<file path="config.mk">
export PLATFORM = sky130hd
export DESIGN_NAME = block_serial_subtractor
export DESIGN_NICKNAME = d
export VERILOG_FILES = /design/src/rtl/block_serial_subtractor_pkg.sv /design/src/rtl/block_serial_subtractor_subtract_block.sv /design/src/rtl/block_serial_subtractor.sv
export SDC_FILE = /design/constraint.sdc
export NUM_CORES = 1
export LEC_CHECK = 0
export BUFFER_PORTS_ARGS = -buffer_cell sky130_fd_sc_hd__buf_2
export CORE_AREA = 3 3 108 110
export CTS_BUF_LIST = sky130_fd_sc_hd__clkbuf_16
export DETAILED_ROUTE_END_ITERATION = 6
export DIE_AREA = 0 0 111 113
export HOLD_SLACK_MARGIN = 0.15
export MAX_ROUTING_LAYER = met4
export PLACE_DENSITY = 0.54
export SLEW_MARGIN = 10
export SYNTH_ARGS = -nofsm -noshare
export SYNTH_HDL_FRONTEND = slang
export SYNTH_HIERARCHICAL = 1
export SYNTH_SLANG_ARGS = --single-unit
</file>
<file path="constraint.sdc">
create_clock -name clk -period 4.62 [get_ports clk]
set_clock_uncertainty 0.05 [all_clocks]
set_input_delay 0.462 -clock clk [delete_from_list [all_inputs] [get_ports clk]]
set_output_delay 0.462 -clock clk [all_outputs]
set_load 0.05 [all_outputs]
</file>
<file path="src/rtl/block_serial_subtractor_pkg.sv">
// Shared definitions for the block-serial subtractor.
// Contents:
//   state_t     - control states of the sequencer (IDLE, BUSY, DONE)
//   signed_ovf  - two's-complement overflow of a subtraction, computed from
//                 the minuend, subtrahend and difference sign bits
package sub_pkg;

    typedef enum logic [1:0] {
        IDLE = 2'd0,
        BUSY = 2'd1,
        DONE = 2'd2
    } state_t;

    // A - B overflows only when the operands differ in sign and the result
    // sign differs from the minuend sign.
    function automatic logic signed_ovf(input logic a_msb,
                                        input logic b_msb,
                                        input logic d_msb);
        return (a_msb ^ b_msb) & (a_msb ^ d_msb);
    endfunction

endpackage

</file>
<file path="src/rtl/block_serial_subtractor_subtract_block.sv">
// One BLOCK_SIZE-bit slice of a borrow-bypass subtractor.
// Ports:
//   a, b        - minuend / subtrahend bits of the current block
//   borrow_in   - borrow entering the block (from the previous block)
//   diff        - a - b - borrow_in for this block
//   borrow_out  - borrow leaving the block
//   skip        - 1 when every bit pair is equal, so the borrow bypasses
module subtract_block #(
    parameter int BLOCK_SIZE = 4
) (
    input  logic [BLOCK_SIZE-1:0] a,
    input  logic [BLOCK_SIZE-1:0] b,
    input  logic                  borrow_in,
    output logic [BLOCK_SIZE-1:0] diff,
    output logic                  borrow_out,
    output logic                  skip
);

    // Ripple-borrow through the block, with the bypass mux on the block exit.
    always_comb begin
        logic br_v;
        br_v = borrow_in;
        diff = {BLOCK_SIZE{1'b0}};
        for (int i = 0; i < BLOCK_SIZE; i++) begin
            diff[i] = a[i] ^ b[i] ^ br_v;
            br_v    = (~a[i] & b[i]) | (~(a[i] ^ b[i]) & br_v);
        end
        skip = &(~(a ^ b));
        // With all pairs equal the ripple result equals borrow_in anyway; the
        // mux just makes the short path explicit.
        if (skip) begin
            borrow_out = borrow_in;
        end else begin
            borrow_out = br_v;
        end
    end

endmodule

</file>
<file path="src/rtl/block_serial_subtractor.sv">
// Block-serial subtractor: computes A - B - Bin one BLOCK_SIZE-bit block per
// clock, LSB block first, behind a valid/ready handshake on each side.
// Ports:
//   clk, rst             - clock (rising edge), asynchronous active-high reset
//   in_valid / in_ready  - operand handshake; A, B, Bin sampled on accept
//   out_valid / out_ready- result handshake; results held until accepted
//   Diff                 - A - B - Bin mod 2^WIDTH
//   Bout                 - final borrow (unsigned A < B + Bin)
//   V                    - signed overflow
//   skip_mask            - bit j set when block j bypassed the borrow
module block_serial_subtractor
    import sub_pkg::*;
#(
    parameter int WIDTH      = 16,
    parameter int BLOCK_SIZE = 4
) (
    input  logic             clk,
    input  logic             rst,
    input  logic             in_valid,
    output logic             in_ready,
    input  logic [WIDTH-1:0] A,
    input  logic [WIDTH-1:0] B,
    input  logic             Bin,
    output logic             out_valid,
    input  logic             out_ready,
    output logic [WIDTH-1:0] Diff,
    output logic             Bout,
    output logic             V,
    output logic [WIDTH/BLOCK_SIZE-1:0] skip_mask
);

    localparam int NBLK = WIDTH / BLOCK_SIZE;
    localparam int CW   = (NBLK > 1) ? $clog2(NBLK) : 1;

    if (WIDTH % BLOCK_SIZE != 0) begin : g_bad_width
        $error("WIDTH must be a multiple of BLOCK_SIZE");
    end

    state_t                             state_r;
    state_t                             state_s;
    logic [NBLK-1:0][BLOCK_SIZE-1:0]    a_r;
    logic [NBLK-1:0][BLOCK_SIZE-1:0]    b_r;
    logic [NBLK-1:0][BLOCK_SIZE-1:0]    diff_r;
    logic                               borrow_r;
    logic [CW-1:0]                      count_r;
    logic                               bout_r;
    logic                               v_r;
    logic [NBLK-1:0]                    skip_r;

    logic [BLOCK_SIZE-1:0]              blk_diff_s;
    logic                               blk_bout_s;
    logic                               blk_skip_s;
    logic                               last_blk_s;

    // The single block slice walks across the operands under count_r.
    subtract_block #(
        .BLOCK_SIZE (BLOCK_SIZE)
    ) u_blk (
        .a          (a_r[count_r]),
        .b          (b_r[count_r]),
        .borrow_in  (borrow_r),
        .diff       (blk_diff_s),
        .borrow_out (blk_bout_s),
        .skip       (blk_skip_s)
    );

    assign last_blk_s = (count_r == CW'(NBLK - 1));
    assign in_ready   = (state_r == IDLE) & ~rst;
    assign out_valid  = (state_r == DONE);
    assign Diff       = diff_r;
    assign Bout       = bout_r;
    assign V          = v_r;
    assign skip_mask  = skip_r;

    // State register.
    always_ff @(posedge clk or posedge rst) begin
        if (rst) begin
            state_r <= IDLE;
        end else begin
            state_r <= state_s;
        end
    end

    // Next-state logic.
    always_comb begin
        state_s = state_r;
        case (state_r)
            IDLE: begin
                if (in_valid) begin
                    state_s = BUSY;
                end else begin
                    state_s = IDLE;
                end
            end
            BUSY: begin
                if (last_blk_s) begin
                    state_s = DONE;
                end else begin
                    state_s = BUSY;
                end
            end
            DONE: begin
                if (out_ready) begin
                    state_s = IDLE;
                end else begin
                    state_s = DONE;
                end
            end
            default: state_s = IDLE;
        endcase
    end

    // Operand capture, per-block result write-back and final flags.
    always_ff @(posedge clk or posedge rst) begin
        if (rst) begin
            a_r      <= '0;
            b_r      <= '0;
            diff_r   <= '0;
            borrow_r <= 1'b0;
            count_r  <= '0;
            bout_r   <= 1'b0;
            v_r      <= 1'b0;
            skip_r   <= '0;
        end else begin
            case (state_r)
                IDLE: begin
                    if (in_valid) begin
                        a_r      <= A;
                        b_r      <= B;
                        borrow_r <= Bin;
                        diff_r   <= '0;
                        skip_r   <= '0;
                        v_r      <= 1'b0;
                        count_r  <= '0;
                    end
                end
                BUSY: begin
                    diff_r[count_r] <= blk_diff_s;
                    skip_r[count_r] <= blk_skip_s;
                    borrow_r        <= blk_bout_s;
                    if (last_blk_s) begin
                        count_r <= '0;
                        bout_r  <= blk_bout_s;
                        // blk_diff_s holds the top block, so its MSB is Diff's MSB.
                        v_r     <= signed_ovf(a_r[NBLK-1][BLOCK_SIZE-1],
                                              b_r[NBLK-1][BLOCK_SIZE-1],
                                              blk_diff_s[BLOCK_SIZE-1]);
                    end else begin
                        count_r <= count_r + CW'(1);
                    end
                end
                DONE: begin
                    diff_r <= diff_r;
                end
                default: begin
                    count_r <= '0;
                end
            endcase
        end
    end

endmodule

</file>
Yosys cells after proc, flatten, opt, wreduce, memory -nomap -nowiden --
Cells that the tools add are included.
Storage, ports and cells: register bits after elaboration 59, input bits 37
Cells by class: reduce and logical (&&, ||, !) cells 9, magnitude comparators 2, equality and inequality tests 5, bitwise gates (word level) 36, muxes and demuxes 27, $add $sub $neg 1
Operators by type and width (number):
- $pmux 16 s2 | 1
- $bmux 4 s2 | 2
- $bwmux 16 | 1
- $mux 16 | 1
- $mux 4 | 4
- $pmux 2 s3 | 2
- $and 1x1->1 | 10
- $not 1->1 | 10
- $xor 1x1->1 | 10
- $demux 4 s2 | 1
- $mux 2 | 4
- $pmux 4 s2 | 1
- $reduce_and 2->1 | 4
- $mux 1 | 6
- $bwmux 4 | 1
- $eq 2x2->1 const B | 2
- $ne 2x2->1 const B | 2
- $not 4->4 | 1
- $or 1x1->1 | 4
- $pmux 1 s2 | 2
- $reduce_and 4->1 | 1
- $xor 4x4->4 | 1
- $lt 2x3->1 const B | 1
- $reduce_and 3->1 | 1
- other kinds (7) | 7

Logic depth before layout (Yosys ltp) --
depth in word-level cells 15, gate-level depth with buffers 12

By module --
Netlist, hierarchy kept.
Modules (own cells, without submodules):
- block_serial_subtractor | cells each 175, times used 1, sequential area each 1476.4 um2, area an instance 2597.5 um2
- subtract_block | cells each 21, times used 1, sequential area each 0.0 um2, area an instance 192.7 um2

Least setup slack after synthesis --
OpenSTA, ideal clock, no wires.
path type reg2reg, start register count_r[0], end register diff_r, in the netlist Diff[15], data required time 4445 ps, setup slack 1268 ps, arrival time 3178 ps, stages on the path, launching flop included 12, library setup time 125 ps, buffers on the path 1, path through dfrtp_1 -> buf_2 -> mux4_2 -> inv_1 -> fa_1 -> inv_1 -> fa_1 -> fa_1 -> inv_1 -> fa_1 -> and3_1 -> mux2_2
Between the ends: cells in the longest elaborated chain, start to end 13, elaborated cells between the ends (all ways) 31, classes of those cells order compare (2); mux (8); bitwise (20); reduce/logical (1)
RTL lines:
- start: declaration | line block_serial_subtractor.sv:45 | logic [CW-1:0] count_r;
- start signal: assignment | line block_serial_subtractor.sv:149 | count_r <= count_r + CW'(1);
- $bmux 4 s2, on equally long branches | line block_serial_subtractor.sv:59, block_serial_subtractor.sv:60
- $mux 4, on equally long branches | line block_serial_subtractor.sv:59, block_serial_subtractor.sv:60
- $xor 1x1->1 | line block_serial_subtractor_subtract_block.sv:26 | br_v = (~a[i] & b[i]) | (~(a[i] ^ b[i]) & br_v);
- $not 1->1 | line block_serial_subtractor_subtract_block.sv:26
- $and 1x1->1 | line block_serial_subtractor_subtract_block.sv:26
- $or 1x1->1 | line block_serial_subtractor_subtract_block.sv:26
- $and 1x1->1 | line block_serial_subtractor_subtract_block.sv:26
- $or 1x1->1 | line block_serial_subtractor_subtract_block.sv:26
- $and 1x1->1 | line block_serial_subtractor_subtract_block.sv:26
- $or 1x1->1 | line block_serial_subtractor_subtract_block.sv:26
- $xor 1x1->1 (*) | line block_serial_subtractor_subtract_block.sv:25 | diff[i] = a[i] ^ b[i] ^ br_v;
- named net blk_diff_s[3] | line block_serial_subtractor.sv:50 | logic [BLOCK_SIZE-1:0] blk_diff_s;
- $bwmux 16 (*) | line block_serial_subtractor.sv:138 | diff_r[count_r] <= blk_diff_s;
- $pmux 16 s2 (*) | line block_serial_subtractor.sv:125 | case (state_r)
- end signal: indexed assignment | line block_serial_subtractor.sv:138
- end signal: assignment | line block_serial_subtractor.sv:153 | diff_r <= diff_r;
- end: declaration | line block_serial_subtractor.sv:43 | logic [NBLK-1:0][BLOCK_SIZE-1:0] diff_r;
Mark *: on every way through the listed nets, which the timed path passes. The rest lies on a longest branch. The select of a mux whose other input is x is not followed. A chain may end at the register's enable or synchronous reset.

Worst setup path in the final report --
start register count_r[1], end register diff_r, in the netlist Diff[15]
Same word-level chain as after synthesis.

==> out/metrics.csv <==
stage,metric,value,unit
setup_path,crit_slowest_cell,dfrtp_1,
global_route,track_usage,11.0,%
synth,ys_seq_area_share,52.9,%
finish,layout.nets,310,
clock_tree,clk_path_buf_depth,2,
clock_tree,clk_pin_slew,50,ps
power,p_per_area,890,nW/µm²
routing,drt_wl_total,6.27,mm
timing,fin_tns_setup,0,ps
routing,dr.pass1.iters,4,
outcome,status,finished clean,
global_route,grt_max_degree,60,
routing,drtIter0Drc,69,
synth,synth_adder_area_share,6.91,%
finish,area.growth.synth_to_final,25.1,%
clock_tree,cts_made_buffers,9,
global_route,grt_pass1_wl,10.4,mm
synth,synth_top_family_by_area,multiplexers,
timing,tightestPinTransition,818,ps
clock_tree,cts_tree,done,
timing,slew_viol_final,0,
synth,ys_seq_elements,59,
setup_path,path_class,reg2reg,
synth,synthSimpleGateAreaFrac,6.32,%
setup_path,ff2ff_path_depth,10,
timing,whs,260,ps
floorplan,die_height,113,µm
setup_path,path_depth,10,
floorplan,die_w,111,µm
global_route,grt_pass1_vias,1884,
setup_path,crit_family,adder cells,
floorplan,fp.coreArea,10800,µm²
timing,period_minus_slack,3280,ps
synth,netlist.area_leader.share,52.9,%
power,leakage,0.00169,µW
clock_tree,clock-sinks,59,
global_route,antenna_found_initial,0,
timing,fmaxAchievable,305,MHz
timing,rsz0062_at_grt,false,
finish,final_common_cell,buf_2,
clock_tree,clk_latency,320,ps
routing,drc,0,
clock_tree,htreeDepth,3,
routing,wl_per_cell,15.6,µm
finish,mostFrequentLayoutCells,"buf_2, dfrtp_1, mux2_2, a22o_1, inv_1",
synth,ys_top_cells_by_area,"dfrtp_1, mux2_2, mux4_2",
synth,synth-compound-area-share,7.17,%
placed_design,port_buffers,60,
synth,yosys_warnings,6,
timing,slew_headroom,45.4,%
setup_path,worst-r2r-setup-slack,1340,ps
setup_path,worstPathMaxFanout,13,
placed_design,dp_hpwl,4.73,mm
synth,synthCells,196,
routing,viasPerCell,4.40,
timing,hold_viol_final,0,
synth,synth_xor_area_share,0,%
setup_path,rr_endpoint,Diff[15],
floorplan,rows,38,
setup_path,cp-start-kind,flop,
placed_design,gp_congestion,0.794,
setup_path,worstPathCellList,mux4_2 -> inv_1 -> fa_1 -> inv_1 -> fa_1 -> fa_1 -> inv_1 -> fa_1 -> and3_1 -> mux2_2,
timing,setup_viol,0,
floorplan,pin_count,61,
routing,via_count,1774,
clock_tree,postCtsSetupBuffers,0,
clock_tree,cts.repair.resized,0,
synth,syn-num-nets,246,
setup_path,cp-endpoint,Diff[15],
setup_path,arrival,3430,ps
setup_path,worstReg2RegStart,count_r[1],
setup_path,cpMostUsedCell,fa_1,
worst_hold_path,worstHoldStart,out_ready,
setup_path,end_kind,flop,
setup_path,cp.required,4770,ps
power,power.total,3110,µW
clock_tree,root_buffer,clkbuf_16,
finish,antenna-diode-count,0,
setup_path,slowest_delay,640,ps
floorplan,fp.dieArea,12500,µm²
timing,fin_crit_sh,71.0,%
synth,synthMuxAreaShare,22.2,%
job,cap_viol_max_count,0,
synth,synth_area,2790,µm²
setup_path,startpoint,count_r[1],
power,ir_worst_vdd,0.000319,V
synth,synthDistinctLibCells,28,
global_route,grt-ovfl-total,0,
worst_hold_path,hold_path.class,in2reg,
finish,layout-drive-gt1-share,47.1,%
synth,yosysTopAreaCell,dfrtp_1,
clock_tree,holdBufCountCts,0,
routing,ant_nets,0,
floorplan,start_util,25.9,%
setup_path,crit_buf_inv,3,
synth,avgSynthCellArea,14.2,µm²
-- Yosys cell counts --
library cell	n
dfrtp_1	59
mux2_2	36
a22o_1	17
inv_1	15
ha_1	9
mux4_2	8
nor2_1	6
and3_1	5
and3b_1	5
a21oi_1	4
fa_1	4
buf_6	3
clkbuf_1	3
o21ai_0	3
buf_2	2
buf_4	2
mux2_1	2
nand2b_1	2
nand3b_1	2
a21oi_2	1
and4_4	1
mux2i_1	1
nand2_1	1
nor2_2	1
nor2b_1	1
nor3_1	1
nor3b_4	1
o31ai_1	1
-- worst reg2reg max path, stage by stage, from the launching register on --
cell and delay (ps):
dfrtp_1 640, mux4_2 400, inv_1 90, fa_1 170, inv_1 50, fa_1 370
fa_1 360, inv_1 70, fa_1 500, and3_1 210, mux2_2 250
-- layer usage --
layer  up-vias  part of all wire [%]  GRT usage (%)
met5         -                     0              -
met3         7                   5.7           3.58
li1        831                     -              -
met1       882                    48           14.5
met4         0                   1.1           3.45
met2        54                    45           16.0
-- cell families after synthesis --
logic type	Yosys count
and+or+nand+nor	26
adders and majority gates	13
muxes	47
AOI/OAI and AO/OA	26
buffers and inverters	25
DFF	59
-- worst min-delay path by stage --
stage | slack (ps) | cells after the start | to
CTS | 250 | 2 | state_r[1]
global placement | 420 | 1 | b_r[11]
finish | 260 | 2 | state_r[1]
detailed placement | 430 | 1 | b_r[11]
floorplan | 400 | 1 | a_r[11]
global route | 250 | 2 | state_r[1]
-- through the flow --
stage               cell area [µm²]  worst slack (ps)  utilization, %  cells
floorplan                      2790              1270               -    196
global placement               3220              1400            29.8    389
detailed placement             3220              1320            29.8    389
CTS                            3490              1310            32.3    403
global route                   3490              1160            32.3    403
finish                         3490              1340            32.3    403
-- sequential cells by signal (all words and copies together), names as in the netlist --
register and count:
V 1, b_r 16, skip_mask 4, Diff 16, Bout 1, a_r 16
borrow_r 1, count_r 2, state_r 2
-- layout make-up --
class / count / area [µm²]
Clock buffer: 9 / 225
Inverter: 15 / 56.3
Sequential cell: 59 / 1480
Timing Repair Buffer: 63 / 323
Tap cell: 140 / 175
Clock inverter: 5 / 47.5
Multi-Input combinational cell: 112 / 1190
Fill cell: 1085 / 7300
-- report_power, final --
group	total [µW]	switching, µW	leakage, µW	internal (µW)
registers	940	179	0.000732	760
clock network	615	211	0.000140	404
logic	1550	903	0.000824	648
total	3110	1290	0.00169	1810
Note: power is estimated with default switching activity, not from simulation.
